==> config.mk <==
export PLATFORM = sky130hd
export DESIGN_NAME = burst_xfer_arbiter
export DESIGN_NICKNAME = d
export VERILOG_FILES = /design/src/rtl/burst_xfer_arbiter.sv
export SDC_FILE = /design/constraint.sdc
export NUM_CORES = 1
export LEC_CHECK = 0
export CORE_ASPECT_RATIO = 1.1
export CORE_MARGIN = 4
export CORE_UTILIZATION = 45
export CTS_BUF_LIST = sky130_fd_sc_hd__clkbuf_16
export DETAILED_ROUTE_END_ITERATION = 8
export GPL_TIMING_DRIVEN = 1
export PLACE_DENSITY = 0.85
export SYNTH_ARGS = -nofsm -noshare
export SYNTH_HDL_FRONTEND = slang
export SYNTH_SLANG_ARGS = --single-unit
==> constraint.sdc <==
create_clock -name clk -period 5 [get_ports clk]
set_input_delay 1 -clock clk [delete_from_list [all_inputs] [get_ports clk]]
set_output_delay 1 -clock clk [all_outputs]
set_load 0.05 [all_outputs]
==> src/rtl/burst_xfer_arbiter.sv <==
// burst_xfer_arbiter: two-requester round-robin sequencer that turns whole
// burst commands into beat-by-beat burst_en/addr/wren/rden traffic for the
// burst memory, and returns read data to the requester that owns the burst.
module burst_xfer_arbiter #(
  parameter int ADDR_WIDTH = 8,
  parameter int DATA_WIDTH = 8,
  parameter int BURST_LEN  = 8,
  parameter int RD_LAT     = 1,
  parameter int LW         = $clog2(BURST_LEN + 1)
) (
  input  logic                    clk,
  input  logic                    rst,
  input  logic [1:0]              req_valid,
  input  logic [1:0]              req_wr,
  input  logic [2*ADDR_WIDTH-1:0] req_addr,
  input  logic [2*LW-1:0]         req_len,
  output logic [1:0]              req_ready,
  input  logic [2*DATA_WIDTH-1:0] wdata,
  output logic [1:0]              wdata_req,
  output logic [DATA_WIDTH-1:0]   rdata,
  output logic [1:0]              rdata_valid,
  output logic [1:0]              done,
  output logic                    len_err,
  output logic                    burst_en,
  output logic [ADDR_WIDTH-1:0]   addr_top,
  output logic                    wren,
  output logic                    rden,
  output logic [DATA_WIDTH-1:0]   wr_data,
  input  logic [DATA_WIDTH-1:0]   mem_rd_data
);

  localparam logic [LW-1:0] LEN_ONE = LW'(1);
  localparam logic [LW-1:0] LEN_MAX = LW'(BURST_LEN);

  typedef enum logic [1:0] {
    S_IDLE  = 2'd0,
    S_XFER  = 2'd1,
    S_DRAIN = 2'd2
  } state_t;

  state_t                  state_q, state_d;
  logic                    grant_q;
  logic                    last_q;
  logic                    wr_q;
  logic [ADDR_WIDTH-1:0]   addr_q;
  logic [LW-1:0]           len_q;
  logic [LW-1:0]           cnt_q;
  logic [LW-1:0]           ret_q;
  logic                    len_err_q;
  logic [RD_LAT:0]         rd_sr_q;
  logic [DATA_WIDTH-1:0]   rdata_q;

  // Arbitration: with both requesting, the one that was not granted last wins.
  logic                    gnt_sel;
  logic                    sel_wr;
  logic [ADDR_WIDTH-1:0]   sel_addr;
  logic [LW-1:0]           sel_len;
  logic                    len_bad;
  logic [LW-1:0]           len_clamped;
  logic                    take;

  assign gnt_sel     = req_valid[1] & (~req_valid[0] | ~last_q);
  assign sel_wr      = gnt_sel ? req_wr[1] : req_wr[0];
  assign sel_addr    = gnt_sel ? req_addr[2*ADDR_WIDTH-1:ADDR_WIDTH] : req_addr[ADDR_WIDTH-1:0];
  assign sel_len     = gnt_sel ? req_len[2*LW-1:LW] : req_len[LW-1:0];
  assign len_bad     = (sel_len == '0) || (sel_len > LEN_MAX);
  assign len_clamped = (sel_len == '0) ? LEN_ONE : ((sel_len > LEN_MAX) ? LEN_MAX : sel_len);
  // rst gate keeps req_ready low while reset is held even if requests are pending.
  assign take        = (state_q == S_IDLE) && (|req_valid) && !rst;

  // Read-return tracking: tap k is high k cycles after a rden beat.
  logic [RD_LAT+1:0]       rd_tap;
  logic                    ret_fire;
  logic                    beat_last;
  logic                    ret_last;

  assign rd_tap    = {rd_sr_q, rden};
  assign ret_fire  = rd_tap[RD_LAT+1];
  assign beat_last = (cnt_q == len_q - LEN_ONE);
  assign ret_last  = (ret_q == len_q - LEN_ONE);

  assign rdata_valid = ret_fire ? (grant_q ? 2'b10 : 2'b01) : 2'b00;
  assign rdata       = rdata_q;
  assign len_err     = len_err_q;

  // Control state, counters, read-return pipeline; all cleared by async reset.
  always_ff @(posedge clk or posedge rst) begin
    if (rst) begin
      state_q   <= S_IDLE;
      grant_q   <= 1'b0;
      last_q    <= 1'b1;
      wr_q      <= 1'b0;
      len_q     <= '0;
      cnt_q     <= '0;
      ret_q     <= '0;
      len_err_q <= 1'b0;
      rd_sr_q   <= '0;
      rdata_q   <= '0;
    end else begin
      state_q <= state_d;
      if (take) begin
        grant_q <= gnt_sel;
        last_q  <= gnt_sel;
        wr_q    <= sel_wr;
        len_q   <= len_clamped;
        cnt_q   <= '0;
        ret_q   <= '0;
        if (len_bad) begin
          len_err_q <= 1'b1;
        end
      end else if (state_q == S_XFER) begin
        cnt_q <= cnt_q + LEN_ONE;
      end
      if (ret_fire) begin
        ret_q <= ret_q + LEN_ONE;
      end
      rd_sr_q <= rd_tap[RD_LAT:0];
      if (rd_tap[RD_LAT]) begin
        rdata_q <= mem_rd_data;
      end
    end
  end

  // Start address is only meaningful while in XFER, so it needs no reset.
  always_ff @(posedge clk) begin
    if (take) begin
      addr_q <= sel_addr;
    end
  end

  // Next-state and beat outputs; memory interface is quiet outside XFER.
  always_comb begin
    state_d   = state_q;
    req_ready = 2'b00;
    wdata_req = 2'b00;
    done      = 2'b00;
    burst_en  = 1'b0;
    wren      = 1'b0;
    rden      = 1'b0;
    addr_top  = '0;
    wr_data   = '0;
    case (state_q)
      S_IDLE: begin
        if (take) begin
          req_ready[gnt_sel] = 1'b1;
          state_d            = S_XFER;
        end
      end
      S_XFER: begin
        burst_en = (len_q > LEN_ONE);
        wren     = wr_q;
        rden     = ~wr_q;
        addr_top = addr_q;
        if (wr_q) begin
          wdata_req[grant_q] = 1'b1;
          wr_data            = grant_q ? wdata[2*DATA_WIDTH-1:DATA_WIDTH] : wdata[DATA_WIDTH-1:0];
        end
        if (beat_last) begin
          if (wr_q) begin
            done[grant_q] = 1'b1;
            state_d       = S_IDLE;
          end else begin
            state_d = S_DRAIN;
          end
        end
      end
      S_DRAIN: begin
        if (ret_fire && ret_last) begin
          done[grant_q] = 1'b1;
          state_d       = S_IDLE;
        end
      end
      default: state_d = S_IDLE;
    endcase
  end

endmodule

==> impl_metrics.env <==
export IMPL_run_status="completed"
export IMPL_crit_type="flop to primary output"
export IMPL_rsz0062_at_grt="false"
export IMPL_grt_antenna_before_repair=0
export IMPL_grt_peak_use_layer="met2"
export IMPL_die_area_sq_um=5720
export IMPL_r2r_worst_path_cells=7
export IMPL_grt_max_degree=29
export IMPL_floorplan_rows=25
export IMPL_drt_drc_violations_left=0
export IMPL_power_ir_vdd_worst_v=0.000385
export IMPL_grt_pass1_wl_mm=7.91
export IMPL_total_power_w=0.00203
export IMPL_dp_worst_setup_slack_ps=1040
export IMPL_crit_reg2reg_launch="len_q[0]"
export IMPL_cts_buffers=5
export IMPL_worst_ep_required_time_ps=4000
export IMPL_placeableCoreArea_sq_um=4350
export IMPL_postSynth_topFlopCell="dfrtp_1"
export IMPL_ant_nets=0
export IMPL_postCtsSetupRepairBufs=0
export IMPL_layout_area_overhead_vs_synth_pct=53.6
export IMPL_synthesis_area_sq_um=2060
export IMPL_report_final_slew_viol_count=0
export IMPL_final_cell_count_no_fill=335
export IMPL_globalRoute_totalOverflow=0
export IMPL_syn_instance_count=192
export IMPL_worst_path_max_fanout=5
export IMPL_cts_sinks=36
export IMPL_post_route_cells_drive_above_1_share=0.0925
export IMPL_register_to_register_setup_slack_ps=2900
export IMPL_synth_yosys_seq_area_share=0.458
export IMPL_dpl_cell_count=327
export IMPL_timing_hold_worst_start="len_err"
export IMPL_firstDrtPassIters=4
export IMPL_insertedDiodeCount=0
export IMPL_postSynthRegisterBits=36
export IMPL_synthesized_area_per_cell_sq_um=10.7
export IMPL_grt_total_usage=0.174
export IMPL_hold_class="flop to flop"
export IMPL_routed_wire_length_per_instance_um=14.2
export IMPL_first_global_vias=1793
export IMPL_ctsLongestPathBuffers=2
export IMPL_finClkSkew_ps=5.78
export IMPL_asyncSetResetFlopFracSynth=0.778
export IMPL_die_w_um=72.5
export IMPL_die_height_um=78.9
export IMPL_p_leak_nw=1.32
export IMPL_arrival_time_of_data_at_the_critical_path_endpoint_ps=3030
export IMPL_setup_viol=0
export IMPL_root_buffer="clkbuf_16"
export IMPL_finalCritPeriodShare=0.805
export IMPL_globalRouteMet2Util=0.339
export IMPL_clock_network_latency_to_the_later_pin_of_the_worst_skew_pair_ps=280
export IMPL_nets=341
export IMPL_worstSetupStartpoint="len_q[0]"
export IMPL_setup_tns_ps=0
export IMPL_totalWireLength_mm=4.77
export IMPL_cts_resized=0
export IMPL_place_port_buffers=89
export IMPL_worst_slack_ps=973
export IMPL_cts_clk_slew_worst_paths_ps=60
export IMPL_gp_congestion=0.797
export IMPL_final_min_period_ps=4030
export IMPL_global_route_usage_met3=0.0367
export IMPL_groute_layer_met1_usage=0.188
export IMPL_reg2reg_to="state_q[1]"
export IMPL_final_hpwl_from_detailed_placement_mm=3.68
export IMPL_drt_vias_per_instance=5.05
export IMPL_post_synth_num_cell_types=45
export IMPL_worst_slew_pin_transition_ps=1060
export IMPL_timing_slew_headroom=0.292
export IMPL_i_o_pin_count=90
export IMPL_synth_net_count=253
export IMPL_cts_htree_levels=2
export IMPL_detail_route_iter0_violations=105
export IMPL_initial_core_utilization=0.473
export IMPL_cts_tree="done"
export IMPL_crit_end="done[1]"
export IMPL_yosys_warnings=0
export IMPL_worstSetupEndpointType="primary output"
export IMPL_post_cts_hold_buffer_count=0
export IMPL_drv_cap=0
export IMPL_hold_viol=0
export IMPL_synth_edff_count=8
export IMPL_timing_fmax_mhz=248
export IMPL_setup_worst_path_start_class="flop"
export IMPL_detailroute_via_count=1692
export IMPL_power_per_cell_area_nw_per_um2=643
-- layer usage --
metal / vias up / share of wire / wire (um)
met4: 0 / 0.0063 / 30
met5: - / 0 / 0
met3: 4 / 0.039 / 188
met2: 31 / 0.56 / 2670
li1: 835 / - / -
met1: 822 / 0.39 / 1880
-- cell usage after synthesis, drive strengths merged, types with 3 or more instances --
master | number | area, sq um
dfrtp | 27 | 676
nor2 | 22 | 82.6
mux2 | 16 | 180
nand2 | 13 | 65.1
mux2i | 12 | 120
and2 | 9 | 56.3
inv | 9 | 33.8
xor2 | 9 | 78.8
clkbuf | 8 | 30.0
edfxtp | 8 | 240
ha | 7 | 87.6
o21ai | 7 | 35.0
nor3 | 5 | 36.3
xnor2 | 4 | 35.0
a21o | 3 | 22.5
nand3 | 3 | 15.0
-- state kept, by name, summed over array words and instances (netlist names) --
| name | count |
|---|---|
| wr_q | 1 |
| len_q | 4 |
| grant_q | 1 |
| rd_sr_q | 2 |
| last_q | 1 |
| addr_q | 8 |
| ret_q | 4 |
| cnt_q | 4 |
| state_q | 2 |
| rdata | 8 |
| len_err | 1 |
-- logic make-up after synthesis --
| group | Yosys count | share of synthesized area |
|---|---|---|
| buffers and inverters | 20 | 0.0383 |
| XOR/XNOR | 15 | 0.0779 |
| adder cells (fa/ha/maj) | 7 | 0.0426 |
| AND/OR/NAND/NOR | 61 | 0.155 |
| multiplexers | 28 | 0.146 |
| AO/OA/AOI/OAI | 25 | 0.0821 |
| flip-flops | 36 | 0.458 |
-- worst min-delay path by stage --
stage | to | slack (ps) | cells past startpoint
2_1_floorplan | rd_sr_q[1] | 350 | 0
3_3_place_gp | len_err | 440 | 1
3_5_place_dp | len_err | 440 | 1
4_1_cts | len_err | 460 | 1
5_1_grt | len_err | 490 | 1
6_report | len_err | 460 | 1
-- power breakdown --
part           leakage, nW  internal (W)  switching (W)
combinational        0.824      0.000455       0.000687
sequential           0.420      0.000416       0.000115
clock               0.0804      0.000237       0.000123
total                 1.32       0.00111       0.000924
-- critical path, cell delays in order (launching register included) --
cell	delay [ps]
dfrtp_1	490
inv_1	100
ha_1	230
xor2_1	250
xnor2_1	170
nand4_2	150
o2bb2a_1	340
nor3b_1	190
clkdlybuf4s50_1	840
-- metrics by stage --
step                hold WS (ps)  cell area [sq um]   util
floorplan                    352               2060      -
global placement             439               2990  0.687
detailed placement           443               2990  0.687
CTS                          456               3160  0.727
global route                 486               3160  0.727
finish                       456               3160  0.727
-- layout make-up --
cell class                      count  area (sq um)
Clock buffer                        5           125
Clock inverter                      3          46.3
Fill cell                         325          1190
Inverter                           10          38.8
Multi-Input combinational cell    136          1040
Sequential cell                    36           942
Tap cell                           54          67.6
Timing Repair Buffer               91           903
-- cell usage in the layout (no fill, tap or decap), types with 2 or more instances in the layout --
cell type and count:
mux2_2 8, xnor2_1 4, mux2i_1 12, nand2_1 12
o31a_1 2, and2_1 9, xor2_1 9, mux2_1 8
a21oi_1 2, nor2_1 22, nand3_1 3, o22ai_1 2
o31ai_1 2, nor2b_1 2, clkdlybuf4s50_1 88, o21ai_1 6
ha_1 7, dfrtp_1 27, edfxtp_1 8, clkbuf_16 5
a21o_1 3, inv_1 8, buf_4 3, nor3_1 4
(Power assumes the default switching activity.)
==> edit 1: new RTL, same flow settings <==
Set the parameter `BURST_LEN` to 16 (it was 8).
--- a/src/rtl/burst_xfer_arbiter.sv
+++ b/src/rtl/burst_xfer_arbiter.sv
@@ -4,7 +4,7 @@
 module burst_xfer_arbiter #(
   parameter int ADDR_WIDTH = 8,
   parameter int DATA_WIDTH = 8,
-  parameter int BURST_LEN  = 8,
+  parameter int BURST_LEN  = 16,
   parameter int RD_LAT     = 1,
   parameter int LW         = $clog2(BURST_LEN + 1)
 ) (
Interface: changed (resized req_len); port bits go from 90 to 92. The function was not compared with the original's and may differ.
==> edit 1 against the unedited design <==
- power increased by 0.58%
- cell area increased by 5.8%
- clock power decreased by 18%
- sequential cell count increased by 3
- synthesized area increased by 8.9%
- via count increased by 13%
- worst setup slack got worse by 0.061 ns
- register-to-register slack got worse by 0.22 ns
- routed wire length increased by 17%
==> edit 1: results (changes against the unedited design) <==
reg2reg_slack_ns: 2.68  # -0.22 ns
pg_clk_w: 0.000293  # -18%
numPortBuffers: 91  # +2.2%
synth.most_common_cell: "nand2_1"
drive_gt1_frac: 0.0654  # -0.0271
ir_drop_mv: 0.313  # -19%
nNetsFinal: 385  # +13%
synthArstFlopShare: 0.795  # +0.0171
internal_power_w: 0.00110  # -0.41%
fin_hold_ws_ns: 0.500  # +0.0444 ns
seq_power_share: 0.285  # +0.024
grt_pass1_wl_microns: 9150  # +16%
place_area_sq_um: 3210  # +7.3%
outcome: "complete, no violations"
routabilityCongestion: 0.869  # +9.1%
ys_top_cells_by_area: "dfrtp_1 34%, edfxtp_1 11%, mux2i_1 6.7%"
synthCells: 229  # +19%
grt_pass1_vias: 1962  # +9.4%
pg_seq_w: 0.000582  # +9.6%
hpwl_microns: 4420  # +20%
synth_cell_types: 40  # -11%
relSlewSlack: 0.599  # +0.307
synth_common_cells: "38 x nand2_1, 30 x dfrtp_1, 20 x nor2_1"
fin_cells: 377  # +13%
drt-wirelength-per-cell_microns: 14.8  # +3.6%
-- edit 1: per-layer routing --
layer  vias to the layer above  share of wire
met5                         -              0
met4                         0          0.020
met3                         8          0.026
met2                        33           0.54
met1                       917           0.41
li1                        958              -
-- edit 1: final cells by class --
| cell class | instances | area, sq um | area share |
|---|---|---|---|
| clock buffers | 5 | 125 | 0.0374 |
| clock inverters | 3 | 11.3 | 0.00337 |
| inverters | 10 | 37.5 | 0.0112 |
| multi-input cells | 170 | 1150 | 0.343 |
| flip-flops and latches | 39 | 1020 | 0.304 |
| well taps | 56 | 70.1 | 0.0210 |
| repair buffers | 94 | 933 | 0.279 |
-- edit 1: kinds of logic after synthesis --
group | after synthesis | share of synthesized area
muxes | 24 | 0.112
and+or+nand+nor | 91 | 0.194
adders and majority gates | 9 | 0.0503
buffers and inverters | 20 | 0.0335
AOI/OAI and AO/OA | 26 | 0.0771
DFF | 39 | 0.454
xor gates and xnor gates | 20 | 0.0782
==> edit 2: new RTL, config.mk and constraints unchanged <==
Made on the original files. Encoding of `state_t`: now one-hot (3 bits for 3 states).
--- a/src/rtl/burst_xfer_arbiter.sv
+++ b/src/rtl/burst_xfer_arbiter.sv
@@ -32,10 +32,10 @@
   localparam logic [LW-1:0] LEN_ONE = LW'(1);
   localparam logic [LW-1:0] LEN_MAX = LW'(BURST_LEN);
 
-  typedef enum logic [1:0] {
-    S_IDLE  = 2'd0,
-    S_XFER  = 2'd1,
-    S_DRAIN = 2'd2
+  typedef enum logic [2:0] {
+    S_IDLE  = 3'b001,
+    S_XFER  = 3'b010,
+    S_DRAIN = 3'b100
   } state_t;
 
   state_t                  state_q, state_d;
Behaviour: no difference found for any inputs over 10 cycles, from zero or initial values and one cycle with rst high; not proved beyond that.
==> edit 2 against the unedited design <==
- power shrank 23%
- non-clock buffer count rose by 1
- routed wire length grew 3.7%
- via count increased by 1.2%
- die area is 0.32% higher
- critical path type is now primary input to primary output
- synthesized area grew 0.36%
- worst setup slack worse by 0.083 ns
- sequential cell count is 1 higher
- final cell count grew 0.90%
- count of clock-buffer cells in the layout unchanged
- cell area decreased by 0.75%
==> edit 2: results (changes against the unedited design) <==
outcome: "complete, no violations"
worst-path-max-fanout: 3  # -2
synthArstFlopShare: 0.784  # +0.00601
fin_hold_ws_ns: 0.451  # -0.00496 ns
drive_gt1_frac: 0.0986  # +0.00606
post-cts-setup-buffers: 0  # unchanged
routabilityCongestion: 0.850  # +6.7%
vias_per_cell: 5.07  # +0.34%
worstReg2RegEnd: "len_q[3]"
place_area_sq_um: 3000  # +0.38%
reg2reg_slack_ns: 2.83  # -0.07 ns
hold_violations: 0  # unchanged
ys_top_cells_by_area: "dfrtp_1 33%, edfxtp_1 12%, mux2i_1 6.8%"
worstRegToRegCells: 6  # -1
period_needed_ns: 4.11  # +0.0828 ns
relSlewSlack: 0.284  # -0.00832
cts_buffers: 5  # unchanged
slowest_stage: "clkdlybuf4s50_1"
syn_nets: 251  # -0.79%
cts_root_buf: "clkbuf_16"
place_ws_ns: 0.894  # -0.149 ns
hold_depth: 1  # unchanged
critPathMaxStageDelay_ns: 0.81  # -0.03 ns
grt_pass1_vias: 1753  # -2.2%
netlist.area_leader.share: 0.327  # -0.00119
critPathArrivalTime_ns: 3.11  # +0.08 ns
ir_drop_mv: 0.296  # -23%
p_leak_nw: 1.32  # -0.12%
synth-edff-count: 8  # unchanged
hold_path_startpoint: "len_err"
antenna_found_initial: 0  # unchanged
drt-wirelength-per-cell_microns: 14.6  # +2.8%
grt_max_degree: 30  # +3.4%
rr_startpoint: "state_q[0]"
routed_wirelength_microns: 4950  # +3.7%
synthCells: 193  # +0.52%
synth_common_cells: "27 x dfrtp_1, 20 x nor2_1, 19 x nand2_1"
seq_area_frac_synth: 0.469  # +0.0111
placed_cells: 330  # +0.92%
grtUsageTotal: 0.178  # +0.00401
grt_pass1_wl_microns: 7910  # about the same
drt_iter0_drc: 57  # -46%
nNetsFinal: 341  # unchanged
numPortBuffers: 89  # unchanged
htree_levels: 2  # unchanged
dieArea_sq_um: 5740  # +0.32%
crit_start: "rst"
dr.pass1.iters: 4  # unchanged
hpwl_microns: 3870  # +5.2%
skew_ns: 0.00218  # -0.00360 ns
clock_latency_ns: 0.27
synth_cell_types: 44  # -2.2%
-- edit 2: routing by layer --
metal / vias up / GRT usage / routed length, microns
met5: - / 0 / 0
met1: 785 / 0.202 / 1920
met3: 6 / 0.0696 / 567
li1: 843 / - / -
met2: 79 / 0.306 / 2400
met4: 0 / 0.0554 / 60
-- edit 2: cells by family after synthesis --
kind of cell,synth area share
and+or+nand+nor,0.165
DFF,0.469
muxes,0.155
AOI/OAI and AO/OA,0.0715
buffers and inverters,0.0376
xor gates and xnor gates,0.0776
adders and majority gates,0.0242
-- edit 2: layout make-up --
| type | count | area [sq um] |
|---|---|---|
| clock buffer | 5 | 125 |
| clock inverter | 3 | 11.3 |
| fill | 322 | 1240 |
| inverter | 9 | 33.8 |
| multi-input combinational | 138 | 1020 |
| sequential | 37 | 968 |
| tap | 54 | 67.6 |
| timing repair buffer | 92 | 911 |
-- edit 2: how the worst max path moves through the flow --
| stage | endpoint | cells past startpoint |
|---|---|---|
| 2_1_floorplan | req_ready[0] | 4 |
| 3_3_place_gp | req_ready[0] | 5 |
| 3_5_place_dp | req_ready[0] | 5 |
| 4_1_cts | req_ready[0] | 5 |
| 5_1_grt | done[0] | 7 |
| 6_report | req_ready[0] | 5 |
-- edit 2: power breakdown --
part / leakage [nW] / total (W) / switching [W] / internal, W
Combinational: 0.805 / 0.000756 / 0.000428 / 0.000328
Sequential: 0.441 / 0.000519 / 0.000106 / 0.000414
Clock: 0.0776 / 0.000286 / 0.000107 / 0.000179
-- edit 2: critical path: cells and delay by family --
family                 cells  cell delay, ns
AND/OR/NAND/NOR            3            0.88
buffers and inverters      2            1.23
